File: config.mk
export PLATFORM = sky130hd
export DESIGN_NAME = rv_lsu
export DESIGN_NICKNAME = d
export VERILOG_FILES = /design/src/rtl/rv_pkg.sv /design/src/rtl/rv_lsu_align.sv /design/src/rtl/rv_lsu.sv
export SDC_FILE = /design/constraint.sdc
export NUM_CORES = 1
export LEC_CHECK = 0
export CAP_MARGIN = 10
export CELL_PAD_IN_SITES_DETAIL_PLACEMENT = 1
export CELL_PAD_IN_SITES_GLOBAL_PLACEMENT = 1
export CORE_MARGIN = 2
export CORE_UTILIZATION = 39
export CTS_BUF_LIST = sky130_fd_sc_hd__clkbuf_8
export CTS_CLUSTER_DIAMETER = 80
export DETAILED_ROUTE_END_ITERATION = 12
export PLACE_DENSITY_LB_ADDON = 0.3
export SYNTH_ARGS = -nofsm -noshare
export SYNTH_HDL_FRONTEND = slang
export SYNTH_HIERARCHICAL = 1
export SYNTH_SLANG_ARGS = --single-unit
File: constraint.sdc
create_clock -name clk -period 4.2 [get_ports clk]
set_clock_uncertainty 0.15 [all_clocks]
set_input_delay 0.42 -clock clk [delete_from_list [all_inputs] [get_ports clk]]
set_output_delay 0.42 -clock clk [all_outputs]
set_load 0.005 [all_outputs]
File: src/rtl/rv_pkg.sv
// rv_pkg: funct3 access codes, LSU FSM state encoding and the access-size mask helper
package rv_pkg;
  localparam logic [2:0] F3_B  = 3'b000;
  localparam logic [2:0] F3_H  = 3'b001;
  localparam logic [2:0] F3_W  = 3'b010;
  localparam logic [2:0] F3_D  = 3'b011;
  localparam logic [2:0] F3_BU = 3'b100;
  localparam logic [2:0] F3_HU = 3'b101;
  localparam logic [2:0] F3_WU = 3'b110;
  typedef enum logic [1:0] {IDLE, REQ, WAIT, RESP} state_t;
  function automatic logic [2:0] size_mask(input logic [2:0] f3);
    return (3'd1 << f3[1:0]) - 3'd1;
  endfunction
endpackage

File: src/rtl/rv_lsu_align.sv
// rv_lsu_align: byte-enable generation, store lane shift and load extract/extend
module rv_lsu_align
  import rv_pkg::*;
(
  input  logic [2:0]  funct3,
  input  logic [2:0]  offset,
  input  logic [63:0] wdata,
  input  logic [63:0] rdata,
  output logic [7:0]  be,
  output logic [63:0] wdata_sh,
  output logic [63:0] rdata_ext
);
  logic [63:0] sh;
  // lanes start at the byte offset; load data is brought down to lane 0 then extended
  always_comb begin
    be = (funct3[1:0] == 2'd0 ? 8'h01 : funct3[1:0] == 2'd1 ? 8'h03 : funct3[1:0] == 2'd2 ? 8'h0F : 8'hFF) << offset;
    wdata_sh = wdata << {offset, 3'b000};
    sh = rdata >> {offset, 3'b000};
    case (funct3)
      F3_B:    rdata_ext = {{56{sh[7]}}, sh[7:0]};
      F3_H:    rdata_ext = {{48{sh[15]}}, sh[15:0]};
      F3_W:    rdata_ext = {{32{sh[31]}}, sh[31:0]};
      F3_BU:   rdata_ext = {56'd0, sh[7:0]};
      F3_HU:   rdata_ext = {48'd0, sh[15:0]};
      F3_WU:   rdata_ext = {32'd0, sh[31:0]};
      default: rdata_ext = sh;
    endcase
  end
endmodule

File: src/rtl/rv_lsu.sv
// rv_lsu: single-outstanding load/store unit; RV_LSU_MISALIGN_TRAP_EN makes misaligned accesses illegal
module rv_lsu
  import rv_pkg::*;
#(
  parameter int ADDR_W = 12,
  parameter int DATA_W = 64
) (
  input  logic              clk,
  input  logic              rstn,
  input  logic              req_valid_i,
  output logic              req_ready_o,
  input  logic              req_we_i,
  input  logic [2:0]        req_funct3_i,
  input  logic [DATA_W-1:0] req_addr_i,
  input  logic [DATA_W-1:0] req_wdata_i,
  input  logic [4:0]        req_rd_i,
  output logic              resp_valid_o,
  output logic [DATA_W-1:0] resp_data_o,
  output logic [4:0]        resp_rd_o,
  output logic              resp_err_o,
  output logic              mem_req_o,
  output logic              mem_we_o,
  output logic [ADDR_W-1:0] mem_addr_o,
  output logic [7:0]        mem_be_o,
  output logic [DATA_W-1:0] mem_wdata_o,
  input  logic              mem_gnt_i,
  input  logic              mem_rvalid_i,
  input  logic [DATA_W-1:0] mem_rdata_i
);
  state_t state, next;
  logic we_q, err_q, accept, bad_f3, illegal, unused_addr;
  logic [2:0] f3_q, mask;
  logic [ADDR_W-1:0] addr_q, addr_eff;
  logic [DATA_W-1:0] wdata_q, rdata_q, wsh, rext;
  logic [4:0] rd_q;
  logic [7:0] be;
  assign accept = req_valid_i & req_ready_o;
  assign mask = size_mask(req_funct3_i);
  assign bad_f3 = req_we_i ? req_funct3_i[2] : &req_funct3_i;
  assign unused_addr = ^req_addr_i[DATA_W-1:ADDR_W];
`ifdef RV_LSU_MISALIGN_TRAP_EN
  assign illegal = bad_f3 | (|(req_addr_i[2:0] & mask));
  assign addr_eff = req_addr_i[ADDR_W-1:0];
`else
  assign illegal = bad_f3;
  assign addr_eff = {req_addr_i[ADDR_W-1:3], req_addr_i[2:0] & ~mask};
`endif
  rv_lsu_align u_align (
    .funct3(f3_q),
    .offset(addr_q[2:0]),
    .wdata(wdata_q),
    .rdata(rdata_q),
    .be(be),
    .wdata_sh(wsh),
    .rdata_ext(rext)
  );
  // FSM state register
  always_ff @(posedge clk or negedge rstn)
    if (!rstn) state <= IDLE;
    else state <= next;
  // next-state and state-decoded outputs
  always_comb begin
    next = state;
    case (state)
      IDLE:    if (accept) next = illegal ? RESP : REQ;
      REQ:     if (mem_gnt_i) next = we_q ? RESP : WAIT;
      WAIT:    if (mem_rvalid_i) next = RESP;
      default: next = IDLE;
    endcase
    req_ready_o  = state == IDLE;
    mem_req_o    = state == REQ;
    mem_we_o     = mem_req_o & we_q;
    mem_addr_o   = mem_req_o ? {addr_q[ADDR_W-1:3], 3'b000} : '0;
    mem_be_o     = mem_req_o ? be : 8'h00;
    mem_wdata_o  = mem_we_o ? wsh : '0;
    resp_valid_o = state == RESP;
    resp_err_o   = resp_valid_o & err_q;
    resp_data_o  = resp_valid_o & ~we_q & ~err_q ? rext : '0;
    resp_rd_o    = rd_q;
  end
  // request capture at acceptance and read-data capture in WAIT
  always_ff @(posedge clk or negedge rstn)
    if (!rstn) begin
      we_q <= 1'b0;
      err_q <= 1'b0;
      f3_q <= 3'd0;
      addr_q <= '0;
      wdata_q <= '0;
      rdata_q <= '0;
      rd_q <= 5'd0;
    end else begin
      if (accept) begin
        we_q <= req_we_i;
        err_q <= illegal;
        f3_q <= req_funct3_i;
        addr_q <= addr_eff;
        wdata_q <= req_wdata_i;
        rd_q <= req_rd_i;
      end
      if (state == WAIT && mem_rvalid_i) rdata_q <= mem_rdata_i;
    end
endmodule

# == After elaboration in Yosys (flattened, before gate mapping) ==
# Cells that the tools add are included.
# word_totals
regBits,152
latch_bits,0
ram_bits,0
mem_bits_ro,0
input_bits,206
output_inout_bits,158
elab_cells,56
memories,0
# classes
add_sub_neg,1
multipliers,0
n_div,0
magnitude_cmp,0
n_eq_ne,13
n_shift,4
n_mux,15
n_bitwise,9
reduce_logical,6
# op_table
operator,n
one-hot mux 64 bit (6 select lines),1
2-to-1 mux 64 bit,2
<< shifter 64 x 6 -> 64 bit,1
right shift 64 x 6 -> 64 bit,1
2-to-1 mux 8 bit,4
2-to-1 mux 12 bit,1
== test 3 bit (second input constant),3
2-to-1 mux 2 bit,4
<< shifter 8 x 3 -> 8 bit,1
== test 2 bit (second input constant),3
one-hot mux 2 bit (3 select lines),1
AND reduction 3 bit,2
bitwise AND 1 bit,5
== test 2 x 1 -> 1 bit (second input constant),2
logical NOT 2 bit,2
!= test 2 x 1 -> 1 bit (second input constant),2
bitwise AND 3 bit,1
== test 3 x 1 -> 1 bit (second input constant),1
== test 3 x 2 -> 1 bit (second input constant),1
logical NOT 3 bit,1
NOT 3 bit,1
<< shifter 1 x 2 -> 3 bit (first input constant),1
subtractor 3 x 1 -> 3 bit (second input constant),1
2-to-1 mux 1 bit,2
other kinds (3),4

# == Longest topological paths before layout ==
# logic_depth
word_depth,6
mapped_depth,10
ltp_nobuf,5

# == Hierarchy ==
# Netlist, hierarchy kept.
# by_module_without_submodules
mod,n_inst,cells_per_inst,area_per_inst_um2,seq_area_each_um2
rv_lsu,1,516,6794.0,3803.6
rv_lsu_align,1,552,4174.0,0.0

# == Worst setup path before layout ==
# OpenSTA, ideal clock, no wires.
# synth_path
kind,register -> output
from,reg addr_q[0]
to,out resp_data_o[17]
arrival_ns,1.942
required_ns,3.630
setup_slack_ns,1.688
stages_incl_launch_ff,10
path_buffers,4
path_cell_list,dfrtp_1 > buf_4 > buf_6 > mux2i_1 > a22o_1 > or4b_4 > buf_6 > buf_6 > o211ai_2 > and2_1
# synth_between
elab_chain_len,3
# synth_lines
item,line,source
"start, declared",rv_lsu.sv:33,"logic [ADDR_W-1:0] addr_q, addr_eff;"
"start signal, assigned",rv_lsu.sv:96,addr_q <= addr_eff;
right shift 64 x 6 -> 64 bit,rv_lsu_align.sv:18,"sh = rdata >> {offset, 3'b000};"
one-hot mux 64 bit (6 select lines),rv_lsu_align.sv:19,case (funct3)
named net rext[17],rv_lsu.sv:34,"logic [DATA_W-1:0] wdata_q, rdata_q, wsh, rext;"
2-to-1 mux 64 bit,rv_lsu.sv:78,resp_data_o = resp_valid_o & ~we_q & ~err_q ? rext : '0;
"end, declared",rv_lsu.sv:18,"output logic [DATA_W-1:0] resp_data_o,"
# The timed path passes the listed nets, and every way through them passes these cells.

# == Worst setup path in the final report ==
# layout_path
from,reg addr_q[0]
to,out resp_data_o[49]
# The elaborated chain is that of the path after synthesis.

==> results.py <==
metrics = {
    "yosys": {
        "postSynthAreaPerCell_um2": 10.3,
        "synth_compound_gate_area_share_pct": 9.34,
        "yosys-top-cells-area": "dfrtp_1, mux2_2, mux2i_1",
        "synth_commonest_cells": "mux2_2, dfrtp_1, and2_1",
        "synth_xor_area_share_pct": 0,
        "synth-seq-cells": 152,
        "synth-adder-area-share_pct": 0.456,
        "ys_seq_area_share_pct": 34.7,
        "synth.top_cell.area_share_pct": 34.7,
        "synth-edff-count": 0,
        "yosysMostFrequentCell": "mux2_2",
        "synth.distinct_cells": 50,
        "syn_inst": 1068,
        "muxShareOfSynthArea_pct": 30.9,
        "synth-simple-area-share_pct": 19.4,
        "syn_area_um2": 11000,
        "async_flop_share_pct": 100,
        "synth_ff_type": "dfrtp_1",
        "synth_top_family_by_area": "multiplexers",
        "yosys.area.top_type": "dfrtp_1",
        "ys_warn_count": 6,
    },
    "setup_path": {
        "critPathCaptureType": "output pin",
        "crit_path_start_kind": "register",
        "required_ps": 3630,
        "critPathArrivalTime_ps": 3530,
        "reg2reg_depth": 5,
        "crit_end": "resp_data_o[49]",
        "rrSetupSlack_ps": 1690,
        "crit_path_start": "addr_q[0]",
        "rr_endpoint": "wdata_q[53]",
        "r2r-start": "state[0]",
        "path_class": "reg -> out",
        "path_max_fanout": 56,
    },
    "sta": {
        "setup_slack_ps": 97.9,
        "slew_violations": 0,
        "rsz0062_at_grt": "true",
        "clock.fmax_mhz": 244,
        "min_period_over_period_pct": 97.7,
        "setup_viol": 0,
        "post-route-min-period_ps": 4100,
        "worstMarginPinSlew_ps": 1030,
        "hold_viol_final": 0,
        "relSlewSlack_pct": 31.4,
    },
    "clock_tree": {
        "cts_setup_buffers": 0,
        "clock-sinks": 152,
        "h-tree-depth": 4,
        "insertion_delay_ps": 460,
        "clk_path_buf_depth": 2,
        "path_clk_slew_ps": 100,
        "tritoncts": "done",
        "root_buffer": "clkbuf_8",
        "cts_buffers": 17,
    },
    "die": {
        "core_um2": 27700,
        "dieHeight_um": 172,
        "start_util_pct": 39.6,
        "die_x_um": 172,
        "rows": 61,
        "die-area_um2": 29500,
        "io_pins": 364,
    },
    "final_layout": {
        "fill_cells": 3026,
        "seqCellArea_um2": 3810,
        "post-route-util_pct": 53.1,
        "diodes": 0,
        "fin_nets": 1532,
        "stdcell_count": 1712,
        "syn2layout_area_growth_pct": 34.2,
        "multi_input_area_um2": 6620,
        "drive_above_1_share_pct": 23.8,
    },
    "grt": {
        "grt_pass1_wl_um": 59700,
        "antenna_found_initial": 1,
        "grt_pass1_vias": 9786,
        "gr-usage-all-layers_pct": 27.0,
        "grt-ovfl-total": 0,
        "grt_max_degree": 102,
    },
    "detailed_routing": {
        "drtPass1Iterations": 5,
        "ant_nets": 0,
        "vias_per_cell": 5.66,
        "drt_iter0_drc": 927,
        "vias": 9687,
        "wirelength_um": 39700,
        "drc": 0,
        "avgRoutedWirePerCell_um": 23.2,
    },
    "power_and_ir_drop": {
        "leakage_nw": 6.07,
        "peakVddDrop_uv": 539,
        "cellPowerDensity_nw_per_um2": 791,
    },
    "placed_design": {
        "gp_congestion": 0.910,
        "dp_cells": 1680,
        "dpl.hpwl_um": 28900,
        "portBuffers": 308,
        "pre_cts_ws_ps": 548,
    },
    "run": {
        "max_cap_viol_count": 0,
    },
    "min_path": {
        "worstHoldPathType": "reg -> reg",
    },
    "run_status": {
        "outcome": "completed",
    },
}
## timing repair
item                                    4_1_cts  5_1_grt
endpoints found under the setup margin        1       17
gates resized for setup                       1        1
hold buffers                                  1        0
hold endpoints to repair                     78        0
## routing by layer
metal / vias up / share of wire [%] / global-route usage (%) / routed length [um]
met3: 54 / 7.5 / 5.59 / 2970
li1: 4338 / - / - / -
met1: 4903 / 46 / 39.6 / 18400
met5: - / 0 / 0 / 0
met4: 0 / 2.6 / 8.92 / 1030
met2: 392 / 43 / 39.3 / 17300
## flip-flops by register name, indices dropped and copies added, names as in the netlist
register	cells
f3_q	3
err_q	1
wdata_q	64
rdata_q	64
addr_q	12
resp_rd_o	5
state	2
we_q	1
## how the worst min path moves through the flow
stage / startpoint / endpoint / depth (start not counted) / slack (ps)
after floorplan: rstn / addr_q[0] / 0 / -30
after global placement: addr_q[3] / addr_q[3] / 1 / 330
after detailed placement: addr_q[10] / addr_q[10] / 1 / 340
after CTS: req_addr_i[1] / addr_q[1] / 3 / 340
after global routing: req_addr_i[9] / addr_q[9] / 2 / 370
final: resp_rd_o[2] / resp_rd_o[2] / 1 / 360
## per-stage QoR
step	setup TNS (ps)	hold slack [ps]	power, mW	instance area [um2]
finish	0	360	11.6	14700
global route	-33.2	369	12.4	14700
CTS	0	340	11.6	14700
detailed placement	0	339	10.3	14300
global placement	0	329	10.0	14300
floorplan	0	-25.6	7.67	11000
## cell families (layout without fill, tap and decap cells)
| kind of cell | count (synthesis) | after routing |
|---|---|---|
| flops | 152 | 152 |
| buf+inv | 113 | 377 |
| simple gates | 373 | 373 |
| fa+ha+maj | 4 | 4 |
| mux | 279 | 279 |
| compound gates | 146 | 146 |
| other cells | 1 | 3 |
## where the power goes
| group | switching [mW] | total (mW) | internal, mW |
|---|---|---|---|
| combinational | 3.49 | 7.15 | 3.66 |
| clock | 0.688 | 1.24 | 0.555 |
| sequential | 1.03 | 3.25 | 2.22 |
## critical path: stages (launching register included)
cell	delay, ps
dfrtp_4	640
mux2i_2	260
a22o_1	260
or4b_4	860
o2111ai_1	250
and2_1	190
clkdlybuf4s50_1	510
## placed cells by master (no fill, tap or decap), drive strengths merged, types with 5 or more instances in the layout
master         count
dfrtp            152
o22ai             10
a31oi              7
nor2b             13
nand4             26
and3              64
mux2i             74
o2bb2ai           14
clkdlybuf4s50    307
and2             102
mux2             175
clkbuf            17
o211ai            17
nand2b             5
o21ai             34
buf               32
a211o              6
inv               13
nand2             85
nor2              67
mux4              30
o2111ai            8
a21oi             37
## cell type report
type                       instances  area share (%)
multi-input combinational        805            44.9
sequential                       152            25.9
timing repair buffer             340            23.0
tap                              378            3.21
clock buffer                      17            1.59
clock inverter                    14            1.23
inverter                           6           0.153
Note: power is estimated with default switching activity, not from simulation.
